<file path="config.mk">
export PLATFORM = sky130hd
export DESIGN_NAME = multicycle_ctrl_flat
export DESIGN_NICKNAME = d
export VERILOG_FILES = /design/src/rtl/multicycle_ctrl_if.sv /design/src/rtl/multicycle_ctrl.sv /design/src/flat_wrapper.sv
export SDC_FILE = /design/constraint.sdc
export NUM_CORES = 1
export LEC_CHECK = 0
export CORE_AREA = 2 2 39 41
export CTS_BUF_LIST = sky130_fd_sc_hd__clkbuf_8 sky130_fd_sc_hd__clkbuf_16
export CTS_CLUSTER_SIZE = 8
export DETAILED_ROUTE_END_ITERATION = 8
export DIE_AREA = 0 0 41 43
export DONT_BUFFER_PORTS = 1
export GPL_ROUTABILITY_DRIVEN = 0
export PLACE_DENSITY = 0.54
export SYNTH_ARGS = -nofsm -noshare
export SYNTH_HDL_FRONTEND = slang
export SYNTH_SLANG_ARGS = --single-unit
</file>
<file path="constraint.sdc">
create_clock -name clk -period 2.5 [get_ports clk]
set_input_delay 0.125 -clock clk [delete_from_list [all_inputs] [get_ports clk]]
set_output_delay 0.125 -clock clk [all_outputs]
set_load 0.01 [all_outputs]
</file>
<file path="src/rtl/multicycle_ctrl_if.sv">
// Control bundle between the multicycle controller (master) and the 8-bit datapath (slave).
// MemReady exists only when MULTICYCLE_CTRL_STALL_EN is defined.
interface multicycle_ctrl_if;
    logic [2:0] Op;
    logic       Zero;
`ifdef MULTICYCLE_CTRL_STALL_EN
    logic       MemReady;
`endif
    logic [1:0] ALUControl;
    logic       ALUSrcA;
    logic [1:0] ALUSrcB;
    logic [1:0] ResultSrc;
    logic       AdrSrc;
    logic       IRWrite;
    logic       PCWrite;
    logic       MemWrite;
    logic       RegWrite;
    logic [3:0] State;

    modport master (
        input  Op, Zero,
`ifdef MULTICYCLE_CTRL_STALL_EN
        input  MemReady,
`endif
        output ALUControl, ALUSrcA, ALUSrcB, ResultSrc, AdrSrc,
        output IRWrite, PCWrite, MemWrite, RegWrite, State
    );

    modport slave (
        output Op, Zero,
`ifdef MULTICYCLE_CTRL_STALL_EN
        output MemReady,
`endif
        input  ALUControl, ALUSrcA, ALUSrcB, ResultSrc, AdrSrc,
        input  IRWrite, PCWrite, MemWrite, RegWrite, State
    );
endinterface

</file>
<file path="src/rtl/multicycle_ctrl.sv">
// Multicycle control FSM for the 8-bit CPU: fetch/decode/execute/memory/writeback sequencing.
// Optional MULTICYCLE_CTRL_STALL_EN adds MemReady wait states in FETCH, MEMREAD and MEMWRITE.
module multicycle_ctrl #(
    parameter logic [1:0] ALU_AND = 2'b00,
    parameter logic [1:0] ALU_OR  = 2'b01,
    parameter logic [1:0] ALU_ADD = 2'b10,
    parameter logic [1:0] ALU_SUB = 2'b11
) (
    input  logic              clk,
    input  logic              reset_n,
    multicycle_ctrl_if.master bus
);

    typedef enum logic [3:0] {
        FETCH    = 4'd0,
        DECODE   = 4'd1,
        MEMADR   = 4'd2,
        MEMREAD  = 4'd3,
        MEMWB    = 4'd4,
        MEMWRITE = 4'd5,
        EXECUTE  = 4'd6,
        ALUWB    = 4'd7,
        BRANCH   = 4'd8,
        JUMP     = 4'd9
    } state_t;

    state_t state;
    state_t dec_state;
    logic   mem_ready;

`ifdef MULTICYCLE_CTRL_STALL_EN
    assign mem_ready = bus.MemReady;
`else
    assign mem_ready = 1'b1;
`endif

    // NOTE: state is sequential, so it is assigned only with <= inside always_ff.
    always_ff @(posedge clk) begin
        if (!reset_n) begin
            state <= FETCH;
        end else begin
            case (state)
                FETCH:    if (mem_ready) state <= DECODE;
                DECODE: begin
                    case (bus.Op)
                        3'b100, 3'b101: state <= MEMADR;
                        3'b110:         state <= BRANCH;
                        3'b111:         state <= JUMP;
                        default:        state <= EXECUTE;
                    endcase
                end
                MEMADR:   state <= (bus.Op == 3'b100) ? MEMREAD : MEMWRITE;
                MEMREAD:  if (mem_ready) state <= MEMWB;
                MEMWRITE: if (mem_ready) state <= FETCH;
                EXECUTE:  state <= ALUWB;
                default:  state <= FETCH;   // MEMWB, ALUWB, BRANCH, JUMP and illegal codes
            endcase
        end
    end

    // While reset is held the datapath sees FETCH selects with all write enables off.
    assign dec_state = reset_n ? state : FETCH;

    logic [1:0] alu_control, alu_src_b, result_src;
    logic       alu_src_a, adr_src, ir_write, pc_write, mem_write, reg_write;

    always_comb begin
        // NOTE: every output gets a default first so no path through the case infers a latch.
        alu_control = 2'b00;
        alu_src_a   = 1'b0;
        alu_src_b   = 2'b00;
        result_src  = 2'b00;
        adr_src     = 1'b0;
        ir_write    = 1'b0;
        pc_write    = 1'b0;
        mem_write   = 1'b0;
        reg_write   = 1'b0;
        case (dec_state)
            FETCH: begin
                alu_src_b   = 2'b10;
                alu_control = ALU_ADD;
                result_src  = 2'b10;
                ir_write    = mem_ready;
                pc_write    = mem_ready;
            end
            DECODE: begin
                alu_src_b   = 2'b01;
                alu_control = ALU_ADD;
            end
            MEMADR: begin
                alu_src_a   = 1'b1;
                alu_src_b   = 2'b01;
                alu_control = ALU_ADD;
            end
            MEMREAD:  adr_src = 1'b1;
            MEMWB: begin
                result_src = 2'b01;
                reg_write  = 1'b1;
            end
            MEMWRITE: begin
                adr_src   = 1'b1;
                mem_write = mem_ready;
            end
            EXECUTE: begin
                alu_src_a = 1'b1;
                case (bus.Op[1:0])
                    2'b00:   alu_control = ALU_ADD;
                    2'b01:   alu_control = ALU_SUB;
                    2'b10:   alu_control = ALU_AND;
                    default: alu_control = ALU_OR;
                endcase
            end
            ALUWB:    reg_write = 1'b1;
            BRANCH: begin
                alu_src_a   = 1'b1;
                alu_control = ALU_SUB;
                pc_write    = bus.Zero;
            end
            JUMP:     pc_write = 1'b1;
            default: ;
        endcase
        if (!reset_n) begin
            ir_write  = 1'b0;
            pc_write  = 1'b0;
            mem_write = 1'b0;
            reg_write = 1'b0;
        end
    end

    assign bus.ALUControl = alu_control;
    assign bus.ALUSrcA    = alu_src_a;
    assign bus.ALUSrcB    = alu_src_b;
    assign bus.ResultSrc  = result_src;
    assign bus.AdrSrc     = adr_src;
    assign bus.IRWrite    = ir_write;
    assign bus.PCWrite    = pc_write;
    assign bus.MemWrite   = mem_write;
    assign bus.RegWrite   = reg_write;
    assign bus.State      = state;

endmodule

</file>
<file path="src/flat_wrapper.sv">
// flat-port wrapper written by rule: the top's interface ports become plain ports
module multicycle_ctrl_flat 
#(
    parameter logic [1:0] ALU_AND = 2'b00,
    parameter logic [1:0] ALU_OR  = 2'b01,
    parameter logic [1:0] ALU_ADD = 2'b10,
    parameter logic [1:0] ALU_SUB = 2'b11
)
  (clk, reset_n, bus_Op, bus_Zero, bus_ALUControl, bus_ALUSrcA, bus_ALUSrcB, bus_ResultSrc, bus_AdrSrc, bus_IRWrite, bus_PCWrite, bus_MemWrite, bus_RegWrite, bus_State);
  multicycle_ctrl_if bus_i ();
  input  logic clk;
  input  logic reset_n;
  input wire logic [$bits(bus_i.Op)-1:0] bus_Op;
  input wire logic [$bits(bus_i.Zero)-1:0] bus_Zero;
  output wire logic [$bits(bus_i.ALUControl)-1:0] bus_ALUControl;
  output wire logic [$bits(bus_i.ALUSrcA)-1:0] bus_ALUSrcA;
  output wire logic [$bits(bus_i.ALUSrcB)-1:0] bus_ALUSrcB;
  output wire logic [$bits(bus_i.ResultSrc)-1:0] bus_ResultSrc;
  output wire logic [$bits(bus_i.AdrSrc)-1:0] bus_AdrSrc;
  output wire logic [$bits(bus_i.IRWrite)-1:0] bus_IRWrite;
  output wire logic [$bits(bus_i.PCWrite)-1:0] bus_PCWrite;
  output wire logic [$bits(bus_i.MemWrite)-1:0] bus_MemWrite;
  output wire logic [$bits(bus_i.RegWrite)-1:0] bus_RegWrite;
  output wire logic [$bits(bus_i.State)-1:0] bus_State;
  assign bus_i.Op = bus_Op;
  assign bus_i.Zero = bus_Zero;
  assign bus_ALUControl = bus_i.ALUControl;
  assign bus_ALUSrcA = bus_i.ALUSrcA;
  assign bus_ALUSrcB = bus_i.ALUSrcB;
  assign bus_ResultSrc = bus_i.ResultSrc;
  assign bus_AdrSrc = bus_i.AdrSrc;
  assign bus_IRWrite = bus_i.IRWrite;
  assign bus_PCWrite = bus_i.PCWrite;
  assign bus_MemWrite = bus_i.MemWrite;
  assign bus_RegWrite = bus_i.RegWrite;
  assign bus_State = bus_i.State;
  multicycle_ctrl #(.ALU_AND(ALU_AND), .ALU_OR(ALU_OR), .ALU_ADD(ALU_ADD), .ALU_SUB(ALU_SUB)) u_core (.clk(clk), .reset_n(reset_n), .bus(bus_i));
endmodule
</file>
# After elaboration in Yosys (flattened, before gate mapping)

Index checks and enable logic that the tools add are counted.

Bits in registers: 4
Word-level logic and storage cells: 48
Input port bits: 6
Output and inout port bits: 16

Reductions and logical operators: 10
Mux-type cells: 18
Equal/unequal tests: 19

Operators by type and width:

| operator                                                         | number |
|---|---|
| 4-bit by 3-bit == test with 1-bit output (second input constant) | 5 |
| 4-bit case mux with 5 select lines                               | 1 |
| 4-bit by 2-bit == test with 1-bit output (second input constant) | 4 |
| 3-bit == test (second input constant)                            | 4 |
| 2-bit case mux with 3 select lines                               | 2 |
| 4-bit case mux with 3 select lines                               | 1 |
| 2-bit OR reduction                                               | 5 |
| 1-bit 2-to-1 mux                                                 | 9 |
| 4-bit by 1-bit == test with 1-bit output (second input constant) | 2 |
| 4-bit == test (second input constant)                            | 2 |
| 4-bit logical NOT                                                | 2 |
| 2-bit case mux with 2 select lines                               | 2 |
| 3-bit OR reduction                                               | 2 |
| 4-bit 2-to-1 mux                                                 | 1 |
| 3-bit 2-to-1 mux                                                 | 1 |
| 2-bit by 1-bit == test with 1-bit output (second input constant) | 1 |
| 2-bit == test (second input constant)                            | 1 |
| 2-bit logical NOT                                                | 1 |
| 1-bit case mux with 2 select lines                               | 1 |

# Depth between registers and ports, before layout

Gate-level depths: netlist (run 1).

Depth after elaboration: 5
Depth in mapped cells: 4
Depth with buffers taken out: 3

# Worst setup path before layout (run 1)

No wires, ideal clock.

Path kind: register to output
From: register u_core.state[0] (netlist: u_core.bus.State[0])
To: output bus_ResultSrc[1]
Slack: 1031 ps
Stages on the path, launching flop included: 4
Path buffers: 2
Required time: 2375 ps
Data arrival time: 1344 ps
Cell sequence: dfxtp_1 buf_6 o41ai_1 buf_4

Word-level cells in the longest chain between the ends: 3
Elaborated cells between the ends (all ways): 4
Classes of those cells: eq/ne (1); mux (2); reduce/logical (1)

RTL lines:

| item                                                                                 | RTL line              | source |
|---|---|---|
| start: declaration                                                                   | multicycle_ctrl.sv:27 | `state_t state;` |
| start signal: assignment                                                             | multicycle_ctrl.sv:52 | `MEMADR: state <= (bus.Op == 3'b100) ? MEMREAD : MEMWRITE;` |
| 4-bit 2-to-1 mux *                                                                   | multicycle_ctrl.sv:62 | `assign dec_state = reset_n ? state : FETCH;` |
| 4-bit by 3-bit == test with 1-bit output / 4-bit logical NOT (equally long branches) | multicycle_ctrl.sv:78 | `case (dec_state)` |
| 2-bit case mux with 2 select lines *                                                 | multicycle_ctrl.sv:78 |  |
| end: declaration                                                                     | flat_wrapper.sv:18    | `output wire logic [$bits(bus_i.ResultSrc)-1:0] bus_ResultSrc;` |

Every way passes the cells marked *; elsewhere a longest branch is shown, timed or not.

# Final worst setup path (run 1)

From: register u_core.state[1] (netlist: u_core.bus.State[1])
To: output bus_ALUControl[1]

Word-level cells in the longest chain between the ends: 4
Elaborated cells between the ends (all ways): 8
Classes of those cells: eq/ne (4); mux (2); reduce/logical (2)

RTL lines:

| item                                                                   | RTL line              | source |
|---|---|---|
| 4-bit 2-to-1 mux *                                                     | multicycle_ctrl.sv:62 |  |
| 4-bit by 1-bit == test with 1-bit output, or another cell as far along | multicycle_ctrl.sv:78 |  |
| 3-bit OR reduction (no source line)                                    | -                     |  |
| 2-bit case mux with 3 select lines *                                   | multicycle_ctrl.sv:78 |  |
| end: declaration                                                       | flat_wrapper.sv:15    | `output wire logic [$bits(bus_i.ALUControl)-1:0] bus_ALUControl;` |

Marks and branches as above.

==> results of run 1 <==
-- layout by cell type, fill, tap and decap left out --
cell type  Yosys  layout
or2b_2         1       1
nand3_1        2       2
nor4_1         1       1
and2b_2        2       2
nand2_1        2       2
a2111oi_0      1       1
nor3_1         2       2
clkbuf_8       0       3
nor2_1         2       2
a21oi_1        8       8
dfxtp_1        4       4
inv_1          2       2
o21ai_0        1       1
or4b_1         1       1
nor3b_1        1       1
xnor2_1        1       1
o31a_1         1       1
xor2_1         1       1
nand4_1        2       2
and3_1         4       4
buf_4          1       1
a221oi_1       1       1
o41ai_1        2       2
nor2b_1        1       1
nand2b_1       1       1
nor4b_1        1       1
-- where the power goes --
group	leakage (uW)	internal, uW	switching [uW]
combinational	0.0000909	23.1	27.5
clock	0.0000216	102	29.1
sequential	0.0000328	69.2	19.9
total	0.000145	195	76.4
-- kinds of logic after synthesis --
family          share of synthesized area
xor+xnor                           0.0456
compound gates                      0.231
simple gates                        0.375
buf+inv                             0.140
flops                               0.208
-- per-stage QoR --
step | std cells | utilization | cell area, um^2 | setup WS, ps
finish | 65 | 0.294 | 407 | 776
floorplan | 50 | - | 384 | 1030
detailed placement | 62 | 0.264 | 365 | 999
global route | 65 | 0.294 | 407 | 689
CTS | 65 | 0.294 | 407 | 774
global placement | 62 | 0.264 | 365 | 1040
-- worst max-delay path: cells and delay by family, from the launching register on --
family,cells,cell delay [ps]
compound gates,2,390
simple gates,1,350
flops,1,650
-- layer usage --
layer	GRT usage	vias to the layer above	part of all wire
li1	-	185	-
met1	0.164	176	0.40
met2	0.144	27	0.43
met3	0.0628	0	0.17
met4	0.0400	0	0
met5	0	-	0
-- cell type report --
class                           instances  area [um^2]  area share
Inverter                                2         7.51      0.0185
Clock buffer                            3         41.3       0.102
Sequential cell                         4         80.1       0.197
Multi-Input combinational cell         39          250       0.615
Timing Repair Buffer                    1         7.51      0.0185
Tap cell                               16         20.0      0.0492
-- cells in the mapped netlist --
master / count
nand4_1: 2
nor2b_1: 1
nand2_1: 2
nor4_1: 1
xor2_1: 1
and2b_2: 2
a2111oi_0: 1
buf_6: 3
nor3_1: 2
or2b_2: 1
buf_2: 1
nand2b_1: 1
o41ai_1: 2
nor3b_1: 1
nor2_1: 2
or4b_1: 1
nand3_1: 2
dfxtp_1: 4
a221oi_1: 1
nor4b_1: 1
a21oi_1: 8
o21ai_0: 1
and3_1: 4
xnor2_1: 1
o31a_1: 1
buf_4: 1
inv_1: 2
-- how the worst max path moves through the flow --
stage	start	end	slack [ps]	cells past startpoint
after floorplan	u_core.bus.State[0]$_SDFF_PN0_	bus_ResultSrc[1]	1030	3
after global placement	u_core.bus.State[1]$_SDFF_PN0_	bus_ALUControl[1]	1040	3
after detailed placement	u_core.bus.State[1]$_SDFF_PN0_	bus_ALUControl[1]	1000	3
after CTS	u_core.bus.State[1]$_SDFF_PN0_	bus_ALUControl[1]	770	3
after global routing	u_core.bus.State[1]$_SDFF_PN0_	bus_ALUControl[1]	690	3
final	u_core.bus.State[1]$_SDFF_PN0_	bus_ALUControl[1]	780	3
==> impl_metrics.py, run 1 <==
metrics = {
    "yosys": {
        "synth.area.top_cells": "dfxtp_1, a21oi_1, buf_6, and3_1, and2b_2",
        "ys_types": 27,
        "netlist_instances": 50,
        "yosys_register_bits": 4,
        "yosys.area.top_type": "dfxtp_1",
        "seq_area_frac_synth": 0.208,
        "synth_top_area_frac": 0.208,
        "syn_area_um2": 384,
        "synthesis.nets": 56,
        "avgSynthCellArea_um2": 7.68,
        "ys_warn_count": 0,
    },
    "drt": {
        "antenna_left": 0,
        "via_per_inst": 5.97,
        "wl_um": 920,
        "dr_total_vias": 388,
        "drc_errors": 0,
        "wl_per_cell_um": 14.2,
        "first_pass_iters": 4,
        "drt-initial-drc-count": 24,
    },
    "die": {
        "core_mm2": 0.00138,
        "dieHeight_um": 43,
        "dieWidth_um": 41,
        "start_util": 0.278,
        "rows": 14,
        "dieArea_mm2": 0.00176,
        "pin_count": 22,
    },
    "setup_path": {
        "r2r-end": "u_core.bus.State[2]$_SDFF_PN0_",
        "crit_path_end_kind": "primary output",
        "critPathKind": "reg2out",
        "crit_path_start_kind": "flop",
        "worstPathCellList": "or2b_2 -> o31a_1 -> o21ai_0",
        "slowest_stage": "dfxtp_1",
        "rrSetupSlack_ps": 1080,
        "r2r_start": "u_core.bus.State[2]$_SDFF_PN0_",
        "crit_fanout": 14,
        "reg2reg_depth": 3,
        "cp.required_ps": 2380,
        "slowest_delay_ps": 650,
        "cp.arrival_ps": 1600,
    },
    "global_routing": {
        "grt.overflow.total": 0,
        "grt_start_max_net_pins": 18,
        "track_usage": 0.115,
        "grt_antenna_before_repair": 0,
        "grt_pass1_vias": 306,
        "grt_pass1_wl_um": 1390,
    },
    "layout": {
        "area_delta_synth_final_pct": 5.86,
        "largest_reg_flops": 4,
        "nFillCells": 160,
        "finalNetCount": 57,
        "n_antenna_cell": 0,
        "final_layout_size_suffix_gt1_frac": 0.143,
    },
    "timing": {
        "period_share": 0.689,
        "timing_hold_violations_final": 0,
        "clock_skew_ps": 0.246,
        "drv_slew": 0,
        "clock.fmax_mhz": 580,
        "tns_ps": 0,
        "rsz0062_at_grt": "false",
        "tightest_slew_ps": 556,
        "setup_viol": 0,
        "finalCriticalPeriod_ps": 1720,
        "maxSlewHeadroom": 0.624,
        "whs_ps": 49.1,
    },
    "clock_tree": {
        "htree_levels": 1,
        "cts_hold_buf": 0,
        "ctsResizeCount": 0,
        "insertion_delay_ps": 210,
        "postCtsSetupBuffers": 0,
        "root_buffer": "clkbuf_8",
        "clkSlewWorstSetupHoldPaths_ps": 30,
        "clock_sinks": 4,
        "cts.path.max_buffers": 2,
        "tritoncts.num_buffers": 3,
        "cts_tree": "built",
    },
    "min_path": {
        "worstHoldEndpoint": "u_core.bus.State[3]$_SDFF_PN0_",
        "hold_start": "bus_Op[1]",
        "min_path_type": "in2reg",
        "hold_path_depth": 2,
    },
    "power": {
        "finalPower_uw": 271,
        "p_leak_uw": 0.000145,
        "power.density_mw_per_mm2": 666,
        "ir_drop_uv": 409,
    },
    "run_status": {
        "status": "finished, final reports clean",
    },
    "place": {
        "place.detailed.hpwl_um": 666,
        "portBuffers": 0,
    },
    "job": {
        "max-cap-violations": 0,
    },
}
No activity file was read; power rests on OpenSTA's default activity.
==> run 2, diff against run 1 <==
- clock period: 2.5 -> 1.7 ns (I/O delays scaled with it)
==> run 2 against run 1 <==
Compared with the run above: routed wire length up 5.7%; via count is 0.52% higher; sequential power is 37% higher; critical path depth unchanged; worst hold slack got worse by 46 ps; critical path type unchanged; largest cell class unchanged.
==> impl_metrics.py, run 2 (same netlist as run 1, synthesis figures left out) <==
metrics = {
    "die": {
        "dieWidth_um": 41,
        "pin_count": 22,
        "rows": 14,
        "dieArea_mm2": 0.00176,
        "start_util": 0.278,
        "dieHeight_um": 43,
        "core_mm2": 0.00138,
    },
    "run_status": {
        "status": "finished, final reports clean",
    },
    "clock_tree": {
        "htree_levels": 1,
        "root_buffer": "clkbuf_8",
        "cts_tree": "built",
        "insertion_delay_ps": 220,
        "cts.path.max_buffers": 2,
        "tritoncts.num_buffers": 3,
        "clkSlewWorstSetupHoldPaths_ps": 30,
        "clock_sinks": 4,
        "cts_hold_buf": 0,
    },
    "drt": {
        "wl_um": 972,
        "antenna_left": 0,
        "first_pass_iters": 4,
        "via_per_inst": 5.82,
        "wl_per_cell_um": 14.5,
        "drc_errors": 0,
        "drt-initial-drc-count": 10,
        "dr_total_vias": 390,
    },
    "global_routing": {
        "track_usage": 0.127,
        "grt_start_max_net_pins": 17,
        "grt.overflow.total": 0,
        "grt_pass1_vias": 357,
        "grt_pass1_wl_um": 1500,
        "grt_antenna_before_repair": 0,
    },
    "setup_path": {
        "r2r_start": "u_core.bus.State[1]$_SDFF_PN0_",
        "crit_path_start": "u_core.bus.State[1]$_SDFF_PN0_",
        "slowest_delay_ps": 540,
        "crit_family": "flip-flops",
        "worstPathCellList": "or2b_2 -> o31a_1 -> o21ai_0",
        "cp.arrival_ps": 1490,
        "slowest_stage": "dfxtp_1",
        "r2r-end": "u_core.bus.State[1]$_SDFF_PN0_",
        "critPathBufInv": 0,
        "rrSetupSlack_ps": 360,
        "crit_end": "bus_ALUControl[1]",
        "crit_path_end_kind": "primary output",
        "crit_cells": 3,
        "reg2reg_depth": 3,
        "critPathKind": "reg2out",
        "cp.required_ps": 1620,
        "crit_path_start_kind": "flop",
        "crit_fanout": 9,
    },
    "place": {
        "portBuffers": 0,
        "dp.cells": 64,
        "place.detailed.hpwl_um": 696,
    },
    "layout": {
        "area_delta_synth_final_pct": 11.4,
        "final_layout_size_suffix_gt1_frac": 0.196,
        "finalNetCount": 59,
        "multi_input_area_um2": 256,
        "fin_cells": 67,
        "mostFrequentLayoutCell": "a21oi_1",
        "n_antenna_cell": 0,
        "seq_area_um2": 80.1,
        "largest_reg_flops": 4,
        "nFillCells": 157,
        "mostFrequentLayoutCells": "a21oi_1, and3_1, dfxtp_1",
    },
    "timing": {
        "drv_slew": 0,
        "finalCriticalPeriod_ps": 1580,
        "setup_viol": 0,
        "timing_hold_violations_final": 0,
        "clock_skew_ps": 0.899,
        "maxSlewHeadroom": 0.645,
        "tightest_slew_ps": 527,
        "rsz0062_at_grt": "false",
        "clock.fmax_mhz": 634,
        "period_share": 0.927,
        "tns_ps": 0,
    },
    "job": {
        "max-cap-violations": 0,
    },
    "power": {
        "p_leak_uw": 0.000157,
        "power.density_mw_per_mm2": 960,
        "ir_drop_uv": 392,
    },
    "min_path": {
        "min_path_type": "in2reg",
    },
}
[run 2: changes by cell type in the layout (fill, tap and decap cells not counted)]
| cell | delta |
|---|---|
| buf_4 | +2 |
| nor4b_1 | -1 |
| nor4b_2 | +1 |
[run 2: worst min-delay path by stage]
stage / startpoint / endpoint / slack, ps / depth (start not counted)
global route: bus_Op[1] / u_core.bus.State[3]$_SDFF_PN0_ / 10 / 2
finish: bus_Op[1] / u_core.bus.State[3]$_SDFF_PN0_ / 3 / 2
detailed placement: bus_Op[1] / u_core.bus.State[3]$_SDFF_PN0_ / 230 / 2
CTS: bus_Op[1] / u_core.bus.State[3]$_SDFF_PN0_ / 7 / 2
global placement: bus_Op[1] / u_core.bus.State[3]$_SDFF_PN0_ / 230 / 2
floorplan: bus_Op[1] / u_core.bus.State[3]$_SDFF_PN0_ / 220 / 2
[run 2: cell type report]
| class | instances | area share |
|---|---|---|
| repair buffers | 3 | 0.0526 |
| well taps | 16 | 0.0468 |
| clock buffers | 3 | 0.0965 |
| multi-input cells | 39 | 0.599 |
| inverters | 2 | 0.0175 |
| flip-flops and latches | 4 | 0.187 |
[run 2: report_power, final]
group	total, uW	switching [uW]	internal [uW]
Combinational	90.7	52.0	38.7
Clock	198	47.1	151
Sequential	122	20.4	102
[run 2: stage by stage]
step           instance area (um^2)  total power, uW  worst slack (ps)  hold slack (ps)   util
5_1_grt                         428              438              33.7             11.9  0.309
4_1_cts                         422              413               104             6.67  0.305
2_1_floorplan                   384              205               271              216      -
6_report                        428              411               124             3.44  0.309
3_3_place_gp                    380              212               354              232  0.275
3_5_place_dp                    380              213               339              231  0.275
[run 2: layer usage]
metal	up-vias	global-route usage	part of all wire
met5	-	0	0
met4	0	0.0800	0
met3	0	0.0733	0.11
met2	20	0.166	0.44
met1	181	0.151	0.45
li1	189	-	-
[run 2: repair_timing]
action,CTS,global route
endpoints found under the setup margin,0,1
hold endpoints to repair,0,0
gates resized for setup,0,1
setup buffers,0,0
